### src/rtl/color_sample_scheduler.sv
// color_sample_scheduler: sequences a TCS-style colour sensor into a periodic, gain-corrected
// red-channel sample stream. Optional auto-gain stepping is enabled by defining COLOR_AUTO_GAIN_EN.
module color_sample_scheduler #(
  parameter logic [23:0] INTERVAL = 24'd100000,
  parameter logic [23:0] TIMEOUT  = 24'd2000000,
  parameter logic [15:0] SAT_HI   = 16'hE000,
  parameter logic [15:0] SAT_LO   = 16'h0400
) (
  input  logic        clk,
  input  logic        rst,
  input  logic        run,
  input  logic [1:0]  cfg_gain,
  input  logic        cfg_reflective,
  input  logic        sensor_ready,
  input  logic [15:0] sensor_red,
  output logic        sensor_enable,
  output logic [1:0]  sensor_gain,
  output logic        sensor_measure,
  output logic        sensor_reflective,
  output logic        sample_valid,
  input  logic        sample_ready,
  output logic [15:0] sample_data,
  output logic [1:0]  sample_gain,
  output logic        sample_clip,
  output logic        busy,
  output logic        timeout_err
);

`ifdef COLOR_AUTO_GAIN_EN
  localparam logic AUTO_GAIN = 1'b1;
`else
  localparam logic AUTO_GAIN = 1'b0;
`endif

  localparam logic [23:0] TMO_RELOAD  = TIMEOUT - 24'd1;
  localparam logic [23:0] IVAL_RELOAD = INTERVAL - 24'd1;

  typedef enum logic [3:0] {
    IDLE   = 4'd0,
    WAKE   = 4'd1,
    ARM    = 4'd2,
    MEAS   = 4'd3,
    WAITLO = 4'd4,
    WAITHI = 4'd5,
    EVAL   = 4'd6,
    OUT    = 4'd7,
    ERR    = 4'd8
  } state_t;

  state_t      state_r;
  logic [23:0] ival_r;
  logic [23:0] tmo_r;
  logic [1:0]  adj_r;
  logic        seen_r;
  logic [15:0] red_r;
  logic        step_dn_s;
  logic        step_up_s;

  // Gain-step decision for the captured reading; capped at three steps per sample
  always_comb begin
    step_dn_s = 1'b0;
    step_up_s = 1'b0;
    if (AUTO_GAIN && (adj_r != 2'd3)) begin
      step_dn_s = (red_r >= SAT_HI) && (sensor_gain != 2'd0);
      step_up_s = (red_r < SAT_LO) && (sensor_gain != 2'd3);
    end else begin
      step_dn_s = 1'b0;
      step_up_s = 1'b0;
    end
  end

  // Sequencer: state, interval/timeout counters and every registered output
  always_ff @(posedge clk or posedge rst) begin
    if (rst) begin
      state_r           <= IDLE;
      ival_r            <= 24'd0;
      tmo_r             <= 24'd0;
      adj_r             <= 2'd0;
      seen_r            <= 1'b0;
      red_r             <= 16'd0;
      sensor_enable     <= 1'b0;
      sensor_gain       <= 2'd0;
      sensor_measure    <= 1'b0;
      sensor_reflective <= 1'b0;
      sample_valid      <= 1'b0;
      sample_data       <= 16'd0;
      sample_gain       <= 2'd0;
      sample_clip       <= 1'b0;
      busy              <= 1'b0;
      timeout_err       <= 1'b0;
    end else begin
      sensor_measure <= 1'b0;
      if (tmo_r != 24'd0) tmo_r <= tmo_r - 24'd1;
      // interval keeps running across gain steps so re-measures stay paced
      if ((state_r != IDLE) && (state_r != ERR) && (ival_r != 24'd0)) ival_r <= ival_r - 24'd1;

      case (state_r)
        IDLE: begin
          sensor_enable <= 1'b0;
          busy          <= 1'b0;
          if (run) begin
            sensor_gain       <= cfg_gain;
            sensor_reflective <= cfg_reflective;
            adj_r             <= 2'd0;
            timeout_err       <= 1'b0;
            sensor_enable     <= 1'b1;
            busy              <= 1'b1;
            ival_r            <= 24'd0;
            tmo_r             <= TMO_RELOAD;
            state_r           <= WAKE;
          end
        end
        WAKE: begin
          if (sensor_ready) begin
            tmo_r   <= TMO_RELOAD;
            state_r <= ARM;
          end else if (tmo_r == 24'd0) begin
            sensor_enable <= 1'b0;
            timeout_err   <= 1'b1;
            tmo_r         <= TMO_RELOAD;
            state_r       <= ERR;
          end
        end
        ARM: begin
          if (!run) begin
            sensor_enable <= 1'b0;
            busy          <= 1'b0;
            tmo_r         <= TMO_RELOAD;
            state_r       <= IDLE;
          end else if ((ival_r == 24'd0) && sensor_ready) begin
            sensor_measure <= 1'b1;
            ival_r         <= IVAL_RELOAD;
            tmo_r          <= TMO_RELOAD;
            state_r        <= MEAS;
          end
        end
        MEAS: begin
          tmo_r   <= TMO_RELOAD;
          state_r <= WAITLO;
        end
        WAITLO: begin
          if (!sensor_ready) begin
            tmo_r   <= TMO_RELOAD;
            state_r <= WAITHI;
          end else if (tmo_r == 24'd0) begin
            sensor_enable <= 1'b0;
            timeout_err   <= 1'b1;
            tmo_r         <= TMO_RELOAD;
            state_r       <= ERR;
          end
        end
        WAITHI: begin
          // red is taken one cycle after ready is seen so the front-end value has settled
          if (seen_r) begin
            red_r   <= sensor_red;
            seen_r  <= 1'b0;
            tmo_r   <= TMO_RELOAD;
            state_r <= EVAL;
          end else if (sensor_ready) begin
            seen_r <= 1'b1;
          end else if (tmo_r == 24'd0) begin
            sensor_enable <= 1'b0;
            timeout_err   <= 1'b1;
            tmo_r         <= TMO_RELOAD;
            state_r       <= ERR;
          end
        end
        EVAL: begin
          tmo_r <= TMO_RELOAD;
          if (!run) begin
            adj_r         <= 2'd0;
            sensor_enable <= 1'b0;
            busy          <= 1'b0;
            state_r       <= IDLE;
          end else if (step_dn_s) begin
            sensor_gain <= sensor_gain - 2'd1;
            adj_r       <= adj_r + 2'd1;
            state_r     <= WAKE;
          end else if (step_up_s) begin
            sensor_gain <= sensor_gain + 2'd1;
            adj_r       <= adj_r + 2'd1;
            state_r     <= WAKE;
          end else begin
            sample_data  <= red_r;
            sample_gain  <= sensor_gain;
            sample_clip  <= (red_r >= SAT_HI);
            sample_valid <= 1'b1;
            adj_r        <= 2'd0;
            state_r      <= OUT;
          end
        end
        OUT: begin
          if (sample_ready) begin
            sample_valid <= 1'b0;
            tmo_r        <= TMO_RELOAD;
            if (run) begin
              state_r <= ARM;
            end else begin
              sensor_enable <= 1'b0;
              busy          <= 1'b0;
              state_r       <= IDLE;
            end
          end
        end
        ERR: begin
          sensor_enable <= 1'b0;
          timeout_err   <= 1'b1;
          if (!run) begin
            busy    <= 1'b0;
            tmo_r   <= TMO_RELOAD;
            state_r <= IDLE;
          end
        end
        default: begin
          sensor_enable <= 1'b0;
          sample_valid  <= 1'b0;
          busy          <= 1'b0;
          seen_r        <= 1'b0;
          state_r       <= IDLE;
        end
      endcase
    end
  end

endmodule

### config.mk
export PLATFORM = sky130hd
export DESIGN_NAME = color_sample_scheduler
export DESIGN_NICKNAME = d
export VERILOG_FILES = /design/src/rtl/color_sample_scheduler.sv
export SDC_FILE = /design/constraint.sdc
export NUM_CORES = 1
export LEC_CHECK = 0
export ABC_AREA = 1
export BUFFER_PORTS_ARGS = -buffer_cell sky130_fd_sc_hd__buf_2
export CORE_ASPECT_RATIO = 1.4
export CORE_MARGIN = 2
export CORE_UTILIZATION = 60
export CTS_BUF_LIST = sky130_fd_sc_hd__clkbuf_4
export DETAILED_ROUTE_END_ITERATION = 16
export PLACE_DENSITY = 0.8
export SYNTH_ARGS = -nofsm -noshare
export SYNTH_HDL_FRONTEND = slang
export SYNTH_SLANG_ARGS = --single-unit
### constraint.sdc
create_clock -name clk -period 3.5 [get_ports clk]
set_clock_uncertainty 0.05 [all_clocks]
set_input_delay 0.175 -clock clk [delete_from_list [all_inputs] [get_ports clk]]
set_output_delay 0.175 -clock clk [all_outputs]
set_load 0.03 [all_outputs]
### Yosys cells after proc, flatten, opt, wreduce, memory -nomap -nowiden

Cells that the tools add are included.

* register bits after elaboration: 96
* bits in latches: 0
* RAM bits: 0
* memory bits (read-only): 0
* input bits: 24
* output and inout port bits: 27
* word-level logic and storage cells: 118
* memories: 0

* add/sub/neg operators: 2
* multipliers: 0
* div/mod/pow operators: 0
* magnitude comparators: 1
* equality and inequality tests: 17
* shifts and indexed selects: 0
* mux-type cells: 56
* bitwise logic cells: 3
* reductions and logical operators: 24

Operators by type and width (number)
* $mux 24: 15
* $pmux 24 s8: 1
* $logic_not 24->1: 2
* $pmux 24 s2: 1
* $reduce_bool 24->1: 2
* $sub 24x1->24 const B: 2
* $mux 4: 10
* $pmux 4 s9: 1
* $mux 1: 21
* $eq 4x3->1 const B: 4
* $ge 16x16->1 const B: 1
* $ne 2x2->1 const B: 6
* $eq 4x2->1 const B: 2
* $reduce_and 2->1: 4
* $reduce_and 4->1: 2
* $reduce_or 8->1: 1
* $pmux 1 s7: 1
* $reduce_or 7->1: 1
* $ne 3x3->1 const B: 2
* $pmux 1 s5: 1
* $reduce_and 5->1: 1
* $reduce_bool 5->1: 1
* $eq 4x1->1 const B: 1
* $eq 4x4->1 const B: 1
* 14 further kinds: 19

### Depth between registers and ports, before layout

Gate-level depths: netlist of the first run.

* depth in word-level cells: 7
* depth in mapped cells: 13
* depth with buffers taken out: 13

### Worst setup path after synthesis of the first run

No wires, ideal clock.

* path kind: register -> register
* start point: register tmo_r[0]
* end point: register tmo_r[0]
* setup time: 122 ps
* arrival time: 1776 ps
* data required time: 3328 ps
* path slack: 1552 ps
* cell stages (with the launch flop): 11
* buffers on the path: 0
* clock period less this slack: 1948 ps
* path through: dfrtp_1 -> inv_1 -> ha_1 -> nand3_1 -> nor3_1 -> nand3_1 -> ha_1 -> o21ai_0 -> o2111ai_1 -> nor2_1 -> a21oi_1

* cells in the longest elaborated chain, start to end: 6
* elaborated cells between the ends (all ways): 15
* classes of those cells: add/sub (1); mux (12); reduce/logical (2)

RTL lines
* start, declared: line 52 `logic [23:0] tmo_r;`
* start signal, assigned: line 93 `if (tmo_r != 24'd0) tmo_r <= tmo_r - 24'd1;`
* $sub 24x1->24 or $reduce_bool 24->1 (tied branches): line 93
* $mux 24: line 93
* $mux 24: line 117, 145, 161
* $mux 24: line 159 `end else if (sensor_ready) begin`
* $mux 24: line 154 `if (seen_r) begin`
* $pmux 24 s8 *: line 97 `case (state_r)`

Mark *: on every way between the ends. The rest lies on a longest branch, timed or not.
A chain may end at the register's enable or synchronous reset.

### Final worst setup path of the first run

* start point: register tmo_r[0]
* end point: register tmo_r[6]

Same word-level chain as after synthesis.

==> results.yml, run 1 <==
synthesis:
  async_flop_share_pct: 100
  synth_ff_type: "dfrtp_1"
  netlist_instances: 851
  synth.avg_cell_area_um2: 6.93
  syn_nets: 879
  synth.area.top_cells: "dfrtp_1, nand2_1, nor2_1"
  synth_area_leader_cell: "dfrtp_1"
  yosysTopAreaCellShare_pct: 40.7
  yosysUniqueCellTypes: 39
  ys_seq_elements: 96
  synth_edf_count: 0
  syn-cell-area_um2: 5900
  yosysWarnings: 0
  ys_seq_area_share_pct: 40.7
timing:
  tightest_slew_ns: 0.882
  tns_ns: 0
  slew_viol_final: 0
  hold_violations: 0
  rsz0062_at_grt: "false"
  fin_crit_sh_pct: 77.8
  clock.fmax_mhz: 367
  setup_violations: 0
  slew_headroom_pct: 41.0
  hold_slack_ns: 0.0586
  fin_crit_ns: 2.72
worst_setup_path:
  end_kind: "flop"
  start_kind: "flop"
  crit_slowest_cell: "nand3_2"
  cp_cell_sequence: "inv_1, ha_1, nand2_1, nor2_1, nand3_2, nand2_1, inv_1, o21ai_0, nand3_1, nor2_1, nand3_1"
  arrival_ns: 2.98
  critical_path_class: "flop to flop"
  cp_max_fo: 28
  cpPeakStageDelay_ns: 0.50
  critical_path_required_ns: 3.75
  crit_buf_inv: 2
  critPathTopFamily: "simple AND/OR/NAND/NOR gates"
place:
  dp_hpwl_um: 12300
  io_buffers: 50
  gp_congestion: 0.982
cts:
  htree_levels: 3
  cts_tree: "done"
  clk-insertion-delay-late_ns: 0.47
  path_clk_slew_ns: 0.17
  cts_buffer_depth: 2
  cts.sinks: 96
  cts_setup_buffers: 0
  hold_buffers: 20
  cts_resized: 0
  root_buffer: "clkbuf_4"
  numCtsBuffers: 9
pwr:
  powerDensity_nw_per_um2: 886
  ir_worst_vdd_uv: 689
  p_leak_uw: 0.00341
floorplanning:
  die_area_um2: 10700
  die_w_um: 87.8
  start_util_pct: 62.0
  rows: 42
  io_pins: 51
  core_um2: 9510
  dieHeight_um: 121
global_route:
  grt_pass1_vias: 6018
  antenna_found_initial: 1
  grt_first_pass_wirelength_um: 28100
  grt_max_degree: 41
  grt_remaining_overflow: 0
  grt_usage_pct: 34.2
cells_and_area:
  area_growth_pct: 11.7
  post_route_cells_drive_above_1_share_pct: 12.4
  fin_nets: 944
routing:
  drc: 0
  dr.pass1.iters: 6
  vias_per_cell: 5.71
  wl_per_cell_um: 16.4
  routed_wl_um: 17300
  drtIter0Drc: 414
  vias: 6018
  ant_nets: 0
outcome:
  status: "finished clean"
min_path:
  hp-class: "primary input to flop"
flow_run:
  drv_cap: 0
[worst reg2reg max path: cells and delay by family, from the launching register on]
| kind | cells | cell delay [ns] |
|---|---|---|
| buffers and inverters | 2 | 0.29 |
| adder cells (fa/ha/maj) | 1 | 0.24 |
| AND/OR/NAND/NOR | 7 | 1.48 |
| AO/OA/AOI/OAI | 1 | 0.09 |
| flip-flops | 1 | 0.44 |
[area by class of cell]
type,count,area [um2]
Clock buffer,9,67.6
Clock inverter,7,71.3
Antenna cell,1,2.50
Multi-Input combinational cell,641,3040
Inverter,94,355
Timing Repair Buffer,74,480
Fill cell,821,2920
Tap cell,132,165
Sequential cell,96,2400
[routing by layer]
metal	share of wire [%]	up-vias	global-route usage, %
met5	0	-	0
li1	-	2839	-
met4	5.4	0	21.7
met1	38	2812	40.2
met3	6.2	68	4.69
met2	51	299	57.6
[sequential cells by signal (all words and copies together) (netlist names)]
signal / flops
sensor_measure: 1
tmo_r: 24
seen_r: 1
red_r: 16
timeout_err: 1
sensor_enable: 1
busy: 1
sample_clip: 1
sample_gain: 2
sensor_reflective: 1
sample_data: 16
ival_r: 24
sample_valid: 1
sensor_gain: 2
state_r: 4
[power breakdown]
| part | switching [uW] | internal [uW] | leakage (uW) | total [uW] |
|---|---|---|---|---|
| clock | 399 | 218 | 0.0000700 | 617 |
| combinational | 2280 | 1010 | 0.00216 | 3290 |
| sequential | 373 | 1550 | 0.00118 | 1920 |
| total | 3060 | 2780 | 0.00341 | 5840 |
[through the flow]
stage	power (uW)	std cells	setup slack (ns)	area, um2	utilization, %
floorplan	4290	851	0.770	5900	-
global placement	5030	1017	1.08	6250	65.7
detailed placement	5130	1017	0.934	6250	65.7
CTS	5760	1053	0.910	6590	69.2
global route	6290	1054	0.703	6590	69.3
finish	5840	1054	0.778	6590	69.3
[synth_stat cells, types with 6 or more instances]
| library cell | n |
|---|---|
| inv_2 | 13 |
| dfrtp_1 | 96 |
| xor2_1 | 24 |
| nor2_1 | 129 |
| nor2_2 | 15 |
| o21ai_0 | 62 |
| nand4_1 | 18 |
| inv_1 | 80 |
| nand3_1 | 53 |
| nand2_1 | 248 |
| buf_2 | 6 |
| clkbuf_1 | 10 |
| o21ai_1 | 6 |
| nor3_1 | 10 |
| a21oi_1 | 31 |
[cells in the final DEF, fill, tap and decap left out, types with 2 or more instances in the layout]
| cell type | count |
|---|---|
| o21bai_1 | 2 |
| nor2_1 | 129 |
| nor2_4 | 5 |
| ha_1 | 4 |
| xor2_1 | 24 |
| inv_2 | 13 |
| o21ai_1 | 6 |
| o2111ai_1 | 3 |
| nor3_1 | 10 |
| inv_1 | 79 |
| nand2_2 | 4 |
| nand3_2 | 3 |
| dfrtp_1 | 96 |
| clkinv_1 | 2 |
| buf_2 | 50 |
| a21oi_1 | 31 |
| nand4_1 | 18 |
| clkinvlp_4 | 2 |
| nor2_2 | 15 |
| o211ai_1 | 2 |
| clkbuf_4 | 9 |
| buf_4 | 4 |
| nand3_1 | 53 |
| o22ai_1 | 2 |
| xnor2_1 | 4 |
| nand3b_1 | 3 |
| nor4_1 | 4 |
| nand2_1 | 248 |
| o21ai_0 | 62 |
| dlygate4sd3_1 | 20 |
[worst paths after layout]
check,start,to,slack (ns),cells past startpoint
worst max-delay path,tmo_r[0],tmo_r[6],0.78,11
worst min-delay path,run,state_r[3],0.06,3
worst max register to register,tmo_r[0],tmo_r[6],0.78,11
worst min register to register,sample_gain[1],sample_gain[1],0.44,2
max in group asynchronous,rst,tmo_r[4],2.31,4
min in group asynchronous,rst,state_r[3],0.24,3
[cells by family after synthesis]
family / after synthesis / share of synthesized area [%]
compound gates: 113 / 10.2
simple gates: 496 / 36.3
fa+ha+maj: 4 / 0.848
xor+xnor: 28 / 4.16
buf+inv: 114 / 7.70
flops: 96 / 40.7
Power figures use the tool's default switching activity.
==> inputs of run 2 (changes only) <==
- CORE_UTILIZATION: 60 -> 56
- PLACE_DENSITY: 0.8 -> 0.79
- clock period: 3.5 -> 2.2 ns (I/O delays scaled with it)
==> results.yml, run 2 (synthesized netlist as in run 1, its figures left out) <==
outcome:
  status: "finished clean"
cts:
  clk-insertion-delay-late_ns: 0.48
  cts_buffer_depth: 2
  cts_tree: "done"
  numCtsBuffers: 9
  root_buffer: "clkbuf_4"
  path_clk_slew_ns: 0.18
  cts.sinks: 96
  htree_levels: 3
place:
  io_buffers: 50
  gp_congestion: 0.998
  dp_hpwl_um: 12100
cells_and_area:
  fin_nets: 983
  post_route_cells_drive_above_1_share_pct: 17.4
  final_common_cell: "nand2_1"
  area_growth_pct: 19.6
  final_cell_mix: "nand2_1, nor2_1, dfrtp_1"
  final_util_pct: 68.5
  reg_top3: "ival_r: 24 flops, tmo_r: 24 flops"
pwr:
  p_switching_uw: 4880
  p_leak_uw: 0.00362
  powerDensity_nw_per_um2: 1360
  clkPwrFrac_pct: 10.9
  ir_worst_vdd_uv: 908
  power_switching_share_pct: 50.8
  p_int_uw: 4730
  combPwrFrac_pct: 58.0
  pwr-share-seq_pct: 31.2
worst_setup_path:
  cpPeakStageDelay_ns: 0.48
  cp.depth: 9
  critical_path_class: "flop to flop"
  cp_max_fo: 5
  r2r_setup_slack_ns: 0.14
  crit_start: "tmo_r[2]"
  worstRegToRegCells: 9
  crit_buf_inv: 1
  cp_cell_sequence: "nor2_4, inv_1, nor3_2, nand3_2, ha_4, o21ai_0, o2111ai_1, nor2_1, a21oi_1"
  start_kind: "flop"
  end_kind: "flop"
  r2r-start: "tmo_r[2]"
  critical_path_required_ns: 2.53
  crit_slowest_cell: "dfrtp_1"
  timing.rr.end: "tmo_r[0]"
  arrival_ns: 2.39
  crit_end: "tmo_r[0]"
  critPathTopFamily: "simple AND/OR/NAND/NOR gates"
routing:
  ant_nets: 0
  vias_per_cell: 5.48
  routed_wl_um: 16700
  vias: 6021
  wl_per_cell_um: 15.2
  drc: 0
  dr.pass1.iters: 5
  drtIter0Drc: 412
floorplanning:
  core_um2: 10300
  rows: 44
  die_w_um: 90.8
  start_util_pct: 57.3
  io_pins: 51
  dieHeight_um: 125
  die_area_um2: 11400
timing:
  fin_crit_sh_pct: 93.7
  hold_violations: 0
  tightest_slew_ns: 0.560
  fin_crit_ns: 2.06
  hold_slack_ns: 0.0518
  setup_violations: 0
  slew_headroom_pct: 62.6
  slew_viol_final: 0
  clock.fmax_mhz: 485
flow_run:
  drv_cap: 0
min_path:
  hp-class: "primary input to asynchronous set/reset pin"
global_route:
  grt_max_degree: 53
  grt_remaining_overflow: 0
  antenna_found_initial: 1
  grt_first_pass_wirelength_um: 28100
  grt_pass1_vias: 6000
  grt_usage_pct: 30.7
[run 2: how the worst min path moves through the flow]
stage	slack, ns	depth (start not counted)	endpoint
final	0.05	3	ival_r[4]
after global routing	0.05	3	sensor_reflective
after CTS	0.03	3	ival_r[4]
after detailed placement	0.007	2	ival_r[4]
after global placement	0.002	2	sensor_reflective
after floorplan	0.17	2	red_r[15]
[run 2: through the flow]
stage               cells  worst slack, ns  total power (uW)  setup TNS [ns]  area [um2]
detailed placement   1056           0.0468              8340               0        6570
global placement     1056           0.0614              8240               0        6570
finish               1099            0.138              9610               0        7050
CTS                  1095          0.00172              9430               0        6950
global route         1099          -0.0109             10500         -0.0122        7050
floorplan             851            0.252              6830               0        5900
[run 2: per-layer routing]
layer  up-vias  track usage (%)  wire length, um
met5         -                0                0
met2       260             53.3             8560
met4         0             18.7              865
met3        75             5.78              985
met1      2758             34.7             6340
li1       2928                -                -
[run 2: worst register-to-register path, stage by stage, from the launching register on]
cell	delay, ns
dfrtp_1	0.48
nor2_4	0.17
inv_1	0.11
nor3_2	0.18
nand3_2	0.15
ha_4	0.26
o21ai_0	0.19
o2111ai_1	0.17
nor2_1	0.13
a21oi_1	0.06
[run 2: cell type report]
class / instances / area [um2]
Timing Repair Buffer: 113 / 843
Clock inverter: 7 / 86.3
Tap cell: 138 / 173
Fill cell: 899 / 3240
Inverter: 94 / 363
Clock buffer: 9 / 67.6
Sequential cell: 96 / 2400
Multi-Input combinational cell: 641 / 3120
Antenna cell: 1 / 2.50
[run 2: what timing repair did]
item	in CTS	in global routing
endpoints found under the hold margin	118	0
buffers inserted	0	3
gates resized for setup	0	21
hold buffers	23	0
setup endpoints to repair	0	16
[run 2: power by group through the flow]
stage | logic (uW) | clock network, uW | registers [uW]
CTS | 5390 | 1070 | 2970
global placement | 5250 | 0 | 2990
detailed placement | 5340 | 0 | 3000
floorplan | 3500 | 0 | 3340
finish | 5570 | 1050 | 3000
global route | 6230 | 1150 | 3090
==> inputs of run 3 (changes only) <==
- CORE_UTILIZATION: 56 -> 25
- PLACE_DENSITY: 0.79 -> default
==> results.yml, run 3 (synthesized netlist as in run 1, its figures left out) <==
pwr:
  p_leak_uw: 0.00359
  ir_worst_vdd_uv: 546
  p_total_uw: 9530
  powerDensity_nw_per_um2: 1330
cts:
  clk-insertion-delay-late_ns: 0.51
  cts_buffer_depth: 2
  cts_setup_buffers: 0
  htree_levels: 3
  cts.sinks: 96
  numCtsBuffers: 9
  root_buffer: "clkbuf_4"
  path_clk_slew_ns: 0.18
  cts_tree: "done"
floorplanning:
  dieHeight_um: 186
  rows: 66
  core_um2: 23200
  die_w_um: 134
  die_area_um2: 24900
  start_util_pct: 25.4
  io_pins: 51
timing:
  fin_crit_ns: 2.12
  hold_violations: 0
  slew_headroom_pct: 64.1
  tightest_slew_ns: 0.539
  slew_viol_final: 0
  hold_slack_ns: 0.0397
  clock.fmax_mhz: 473
  rsz0062_at_grt: "true"
  setup_violations: 0
  fin_crit_sh_pct: 96.1
worst_setup_path:
  critical_path_required_ns: 2.59
  critical_path_class: "flop to flop"
  start_kind: "flop"
  cp_max_fo: 5
  arrival_ns: 2.51
  end_kind: "flop"
place:
  io_buffers: 50
  dp_hpwl_um: 12700
  gp_congestion: 0.927
  dp.cells: 1222
routing:
  drc: 0
  vias: 5823
  wl_per_cell_um: 13.4
  dr.pass1.iters: 7
  ant_nets: 0
  routed_wl_um: 16900
  vias_per_cell: 4.62
  drtIter0Drc: 365
cells_and_area:
  final_util_pct: 30.9
  reg_top3: "ival_r: 24 flops, tmo_r: 24 flops"
  post_route_cells_drive_above_1_share_pct: 16.9
  instances_no_fill: 1261
  area_growth_pct: 21.5
  fin_nets: 977
  final_common_cell: "nand2_1"
  final_cell_mix: "nand2_1, nor2_1, dfrtp_1"
flow_run:
  drv_cap: 0
global_route:
  grt_first_pass_wirelength_um: 27800
  grt_usage_pct: 13.9
  antenna_found_initial: 1
  grt_pass1_vias: 5717
  grt_remaining_overflow: 0
  grt_max_degree: 97
outcome:
  status: "finished clean"
min_path:
  hp-class: "primary input to flop"
-- run 3: changes by cell type in the layout (fill, tap and decap cells not counted), sizes merged --
cell | before | now
inv | 94 | 97
dlygate4sd3 | 23 | 22
bufinv | 1 | 0
buf | 90 | 85
clkinvlp | 3 | 1
-- run 3: stage by stage --
stage	setup TNS (ns)	setup WS [ns]	instance area, um2
after detailed placement	0	0.0407	6720
after global routing	-0.0645	-0.0563	7170
after floorplan	0	0.252	5900
final	0	0.0849	7170
after global placement	0	0.0418	6720
after CTS	0	0.0257	7100
-- run 3: path summary, 6_finish.rpt --
kind                            slack, ns  depth (start not counted)              end          from
worst max-delay path                 0.08                         11         tmo_r[0]      tmo_r[1]
worst min-delay path                 0.04                          5         tmo_r[4]  sample_ready
worst max register to register       0.08                         11         tmo_r[0]      tmo_r[1]
worst min register to register       0.44                          2             busy          busy
max in group asynchronous            1.48                          4         tmo_r[4]           rst
min in group asynchronous            0.21                          4  sample_data[13]           rst
-- run 3: cell type report --
type / instances / area (um2)
diodes: 1 / 2.50
clock buffers: 9 / 67.6
clock inverters: 7 / 88.8
fillers: 2487 / 16000
inverters: 94 / 359
multi-input cells: 641 / 3110
flip-flops and latches: 96 / 2400
well taps: 306 / 383
repair buffers: 107 / 758
-- run 3: where the power goes --
part | switching (uW) | internal (uW)
registers | 497 | 2460
clock network | 768 | 290
logic | 3640 | 1870
total | 4910 | 4620
-- run 3: timing repair --
item / CTS / global route
setup endpoints to repair: 0 / 34
hold endpoints to repair: 124 / 0
hold buffers: 22 / 0
resized for setup: 0 / 22
-- run 3: layer usage --
layer	share of wire, %	global-route usage [%]
met4	4.1	6.85
met3	4.6	2.29
met5	0	0
met1	41	16.2
met2	51	24.6
-- run 3: critical path, cell delays in order (launching register included) --
cell and delay [ns]:
dfrtp_1 0.44, inv_2 0.07, ha_2 0.16, buf_4 0.11
nand3_1 0.08, nor3_2 0.18, nand3_2 0.15, ha_4 0.32
o21ai_1 0.07, o2111ai_1 0.20, nor2_1 0.06, a21oi_1 0.17
